$ cat config.mk
export PLATFORM = sky130hd
export DESIGN_NAME = mult_by_2_n_iter
export DESIGN_NICKNAME = d
export VERILOG_FILES = /design/src/rtl/mult_by_2_n_iter.sv
export SDC_FILE = /design/constraint.sdc
export NUM_CORES = 1
export LEC_CHECK = 0
export CAP_MARGIN = 20
export CORE_MARGIN = 4
export CORE_UTILIZATION = 45
export DETAILED_ROUTE_END_ITERATION = 12
export HOLD_SLACK_MARGIN = 0.08
export MAX_ROUTING_LAYER = met4
export PLACE_DENSITY = 0.81
export SYNTH_ARGS = -nofsm -noshare
export SYNTH_HDL_FRONTEND = slang
export SYNTH_SLANG_ARGS = --single-unit
$ cat constraint.sdc
create_clock -name clk -period 2.5 [get_ports clk]
set_input_delay 0.5 -clock clk [delete_from_list [all_inputs] [get_ports clk]]
set_output_delay 0.5 -clock clk [all_outputs]
set_load 0.1 [all_outputs]
$ cat src/rtl/mult_by_2_n_iter.sv
// mult_by_2_n_iter: iterative two's complement multiply by 2^n, one left shift per clock,
// saturating with early exit on overflow; valid/ready on both sides, one op in flight.
module mult_by_2_n_iter #(
    parameter int W     = 21,
    parameter int LOG2N = 6
) (
    input  logic             clk,
    input  logic             srst,
    input  logic             in_valid,
    output logic             in_ready,
    input  logic [LOG2N-1:0] n,
    input  logic [W-1:0]     in,
    output logic             out_valid,
    input  logic             out_ready,
    output logic [W-1:0]     out,
    output logic             ovf
);
    typedef enum logic [1:0] {IDLE, SHIFT, DONE} state_t;

    state_t           state_q, state_d;
    logic [W-1:0]     acc_q, acc_d;
    logic [LOG2N-1:0] cnt_q, cnt_d;
    logic             ovf_q, ovf_d;
    logic             accept;
    logic             safe;

    assign accept = in_valid & in_ready;
    // a left shift keeps the value only while the two top bits agree
    assign safe   = acc_q[W-1] == acc_q[W-2];

    always_ff @(posedge clk) begin
        if (srst) begin
            state_q <= IDLE;
            acc_q   <= '0;
            cnt_q   <= '0;
            ovf_q   <= 1'b0;
        end else begin
            state_q <= state_d;
            acc_q   <= acc_d;
            cnt_q   <= cnt_d;
            ovf_q   <= ovf_d;
        end
    end

    always_comb begin
        state_d = state_q;
        case (state_q)
            IDLE:    state_d = accept ? ((n == '0) ? DONE : SHIFT) : IDLE;
            SHIFT:   state_d = (!safe || cnt_q == LOG2N'(1)) ? DONE : SHIFT;
            DONE:    state_d = out_ready ? IDLE : DONE;
            default: state_d = IDLE;
        endcase
    end

    always_comb begin
        acc_d = acc_q;
        cnt_d = cnt_q;
        ovf_d = ovf_q;
        if (accept) begin
            acc_d = in;
            cnt_d = n;
            ovf_d = 1'b0;
        end else if (state_q == SHIFT) begin
            if (safe) begin
                acc_d = {acc_q[W-2:0], 1'b0};
                cnt_d = cnt_q - LOG2N'(1);
            end else begin
                acc_d = acc_q[W-1] ? {1'b1, {(W-1){1'b0}}} : {1'b0, {(W-1){1'b1}}};
                ovf_d = 1'b1;
            end
        end
    end

    always_comb begin
        in_ready  = (state_q == IDLE) & ~srst;
        out_valid = state_q == DONE;
        out       = acc_q;
        ovf       = ovf_q;
    end
endmodule
==> results.toml <==
[sta]
hold_viol = 0
timing.final.crit_share = 0.824
rsz0062_at_grt = "no"
max_clock_freq_mhz = 485
slew-limit-headroom = 0.454
fin_crit_ns = 2.06
setup_viol = 0
finalWorstSetupSlack_ns = 0.440
hold_ws_ns = 0.495
maxSlewViolCount = 0
final.setup.tns_ns = 0
finClkSkew_ns = 0.00243
worst_pin_slew_ns = 0.816

[setup_path]
cp-start-kind = "input pin"
path_class = "input pin to register"
cp.required_ns = 2.63
endpoint_kind = "register"
worstReg2RegStart = "out[20]"
worst_setup_path_startpoint = "srst"
crit_arrival_ns = 2.19
worstPathMaxFanout = 20

[global_routing]
grt_usage = 0.201
grt_pass1_vias = 1679
grt_pass1_wl_um = 8100
antenna_found_initial = 0
grt-ovfl-total = 0
grt_max_degree = 27

[hold_path]
holdCritPathClass = "register to register"
hp-start = "cnt_q[4]"

[synthesis]
netlist_instances = 203
synth.distinct_cells = 41
ys_warn_count = 0
avgSynthCellArea_um2 = 8.72
syn_nets = 238
synth.cell_area_um2 = 1770
synth_area_leaders = "dfxtp_1, a21oi_1, o32ai_1"
synth-xor-area-share = 0
yosysTopAreaCellShare = 0.339
synth_top_area_cell = "dfxtp_1"
yosys.area_share.simple = 0.205
synth_fa_ha_area_frac = 0.0283
synth_compound_gate_area_share = 0.329
synth_top_family_by_area = "compound AO/OA/AOI/OAI gates"
synth_seq_area_share = 0.339
synthMuxAreaShare = 0
ys_ff_latch = 30

[drt]
drtPass1Iterations = 4
drt_iter0_drc = 186
ant_nets = 0
vias = 1781
wl_per_cell_um = 16.1
totalWireLength_um = 4840
drc_errors = 0
vias_per_cell = 5.92

[floorplan]
ios = 55
dieArea_um2 = 5000
rows = 22
die_x_um = 70.7
fp.dieH_um = 70.7
fp.coreArea_um2 = 3740
initial_core_util = 0.473

[final_layout]
diodes = 0
final_cells = 301
fin_nets = 288
syn2layout_area_growth_pct = 34.9
drive_gt1_frac = 0.261
fin_area_um2 = 2390
final_cell_mix = "dfxtp_1, clkdlybuf4s50_1, buf_4"

[run_status]
outcome = "finished, final reports clean"

[cts]
cts.sinks = 30
cts_resized = 0
cts_inserted_buffers = 5
cts_buffer_depth = 2
clk_pin_slew_ns = 0.06
cts-root-buf = "clkbuf_8"
cts_tree = "built"
insertion_delay_ns = 0.28
cts-htree-levels = 2
post-cts-setup-buffers = 0
postCtsHoldBufs = 0

[pwr]
p_leak_nw = 0.887
peakVddDrop_uv = 473
powerDensity_nw_per_um2 = 754

[placed_design]
dp_hpwl_um = 3380
pre_cts_ws_ns = 0.185
dpl_cell_area_um2 = 2310
placed_cells = 294
port_buffers = 54
gp_congestion = 0.890

[flow_run]
maxCapViolations = 0
[layer usage]
metal	part of all wire	up-vias	routed length, um	GRT usage
li1	-	864	-	-
met1	0.46	839	2210	0.275
met2	0.45	72	2170	0.286
met3	0.084	6	404	0.0625
met4	0.011	0	55	0.0543
met5	0	-	0	-
[cells in the mapped netlist]
master	number
nand4b_1	1
o211ai_2	4
ha_1	4
or3b_2	9
buf_1	1
a22oi_1	3
a21oi_1	18
nand3b_1	1
inv_1	17
o21ai_1	1
a2bb2oi_1	2
nor4b_1	1
clkinv_1	1
nor3_1	3
clkbuf_1	9
nor2_1	5
a221oi_1	9
o221a_1	1
buf_2	5
a31oi_1	2
o32ai_1	10
nor2b_1	4
dfxtp_1	30
a32oi_1	2
or4b_4	1
nand4_1	1
nor4b_4	1
nor2_2	10
o21a_1	1
nand2b_1	2
a21oi_2	2
a211oi_1	10
a311o_1	2
nor4_1	1
nand2_1	11
nand3_1	5
buf_6	4
o211ai_1	6
o31ai_1	1
and3b_1	1
o311ai_2	1
[worst paths after layout]
path | end | slack (ns) | cells after the start
max | out[13] | 0.44 | 5
min | cnt_q[4] | 0.50 | 2
min reg2reg | cnt_q[4] | 0.50 | 2
max reg2reg | out[13] | 0.61 | 5
[sequential cells by signal (all words and copies together), names as in the netlist]
name,count
state_q,2
out,21
cnt_q,6
ovf,1
[critical path: stages]
cell             delay, ns
clkdlybuf4s50_1       0.57
buf_4                 0.26
nor2b_1               0.09
o21ai_1               0.55
a221oi_1              0.21
[where the power goes]
group	internal [W]	total [W]	switching, W	leakage (nW)
Clock	0.000191	0.000365	0.000174	0.0383
Combinational	0.000251	0.000833	0.000582	0.602
Sequential	0.000540	0.000604	0.0000630	0.247
Total	0.000982	0.00180	0.000819	0.887
[kinds of logic after synthesis]
kind of cell / count (synthesis)
AOI/OAI and AO/OA: 75
adders and majority gates: 4
buffers and inverters: 37
DFF: 30
and+or+nand+nor: 57
[through the flow]
stage / utilization / total power (W)
global placement: 0.618 / 0.00143
detailed placement: 0.618 / 0.00144
global route: 0.638 / 0.00188
finish: 0.638 / 0.00180
CTS: 0.638 / 0.00180
floorplan: - / 0.00123
[layout make-up]
cell class / count / area, um^2
inverter: 18 / 67.6
clock buffer: 7 / 76.3
fill: 342 / 1360
tap: 48 / 60.1
sequential: 30 / 601
multi-input combinational: 136 / 1010
timing repair buffer: 62 / 578
(Power assumes the default switching activity.)
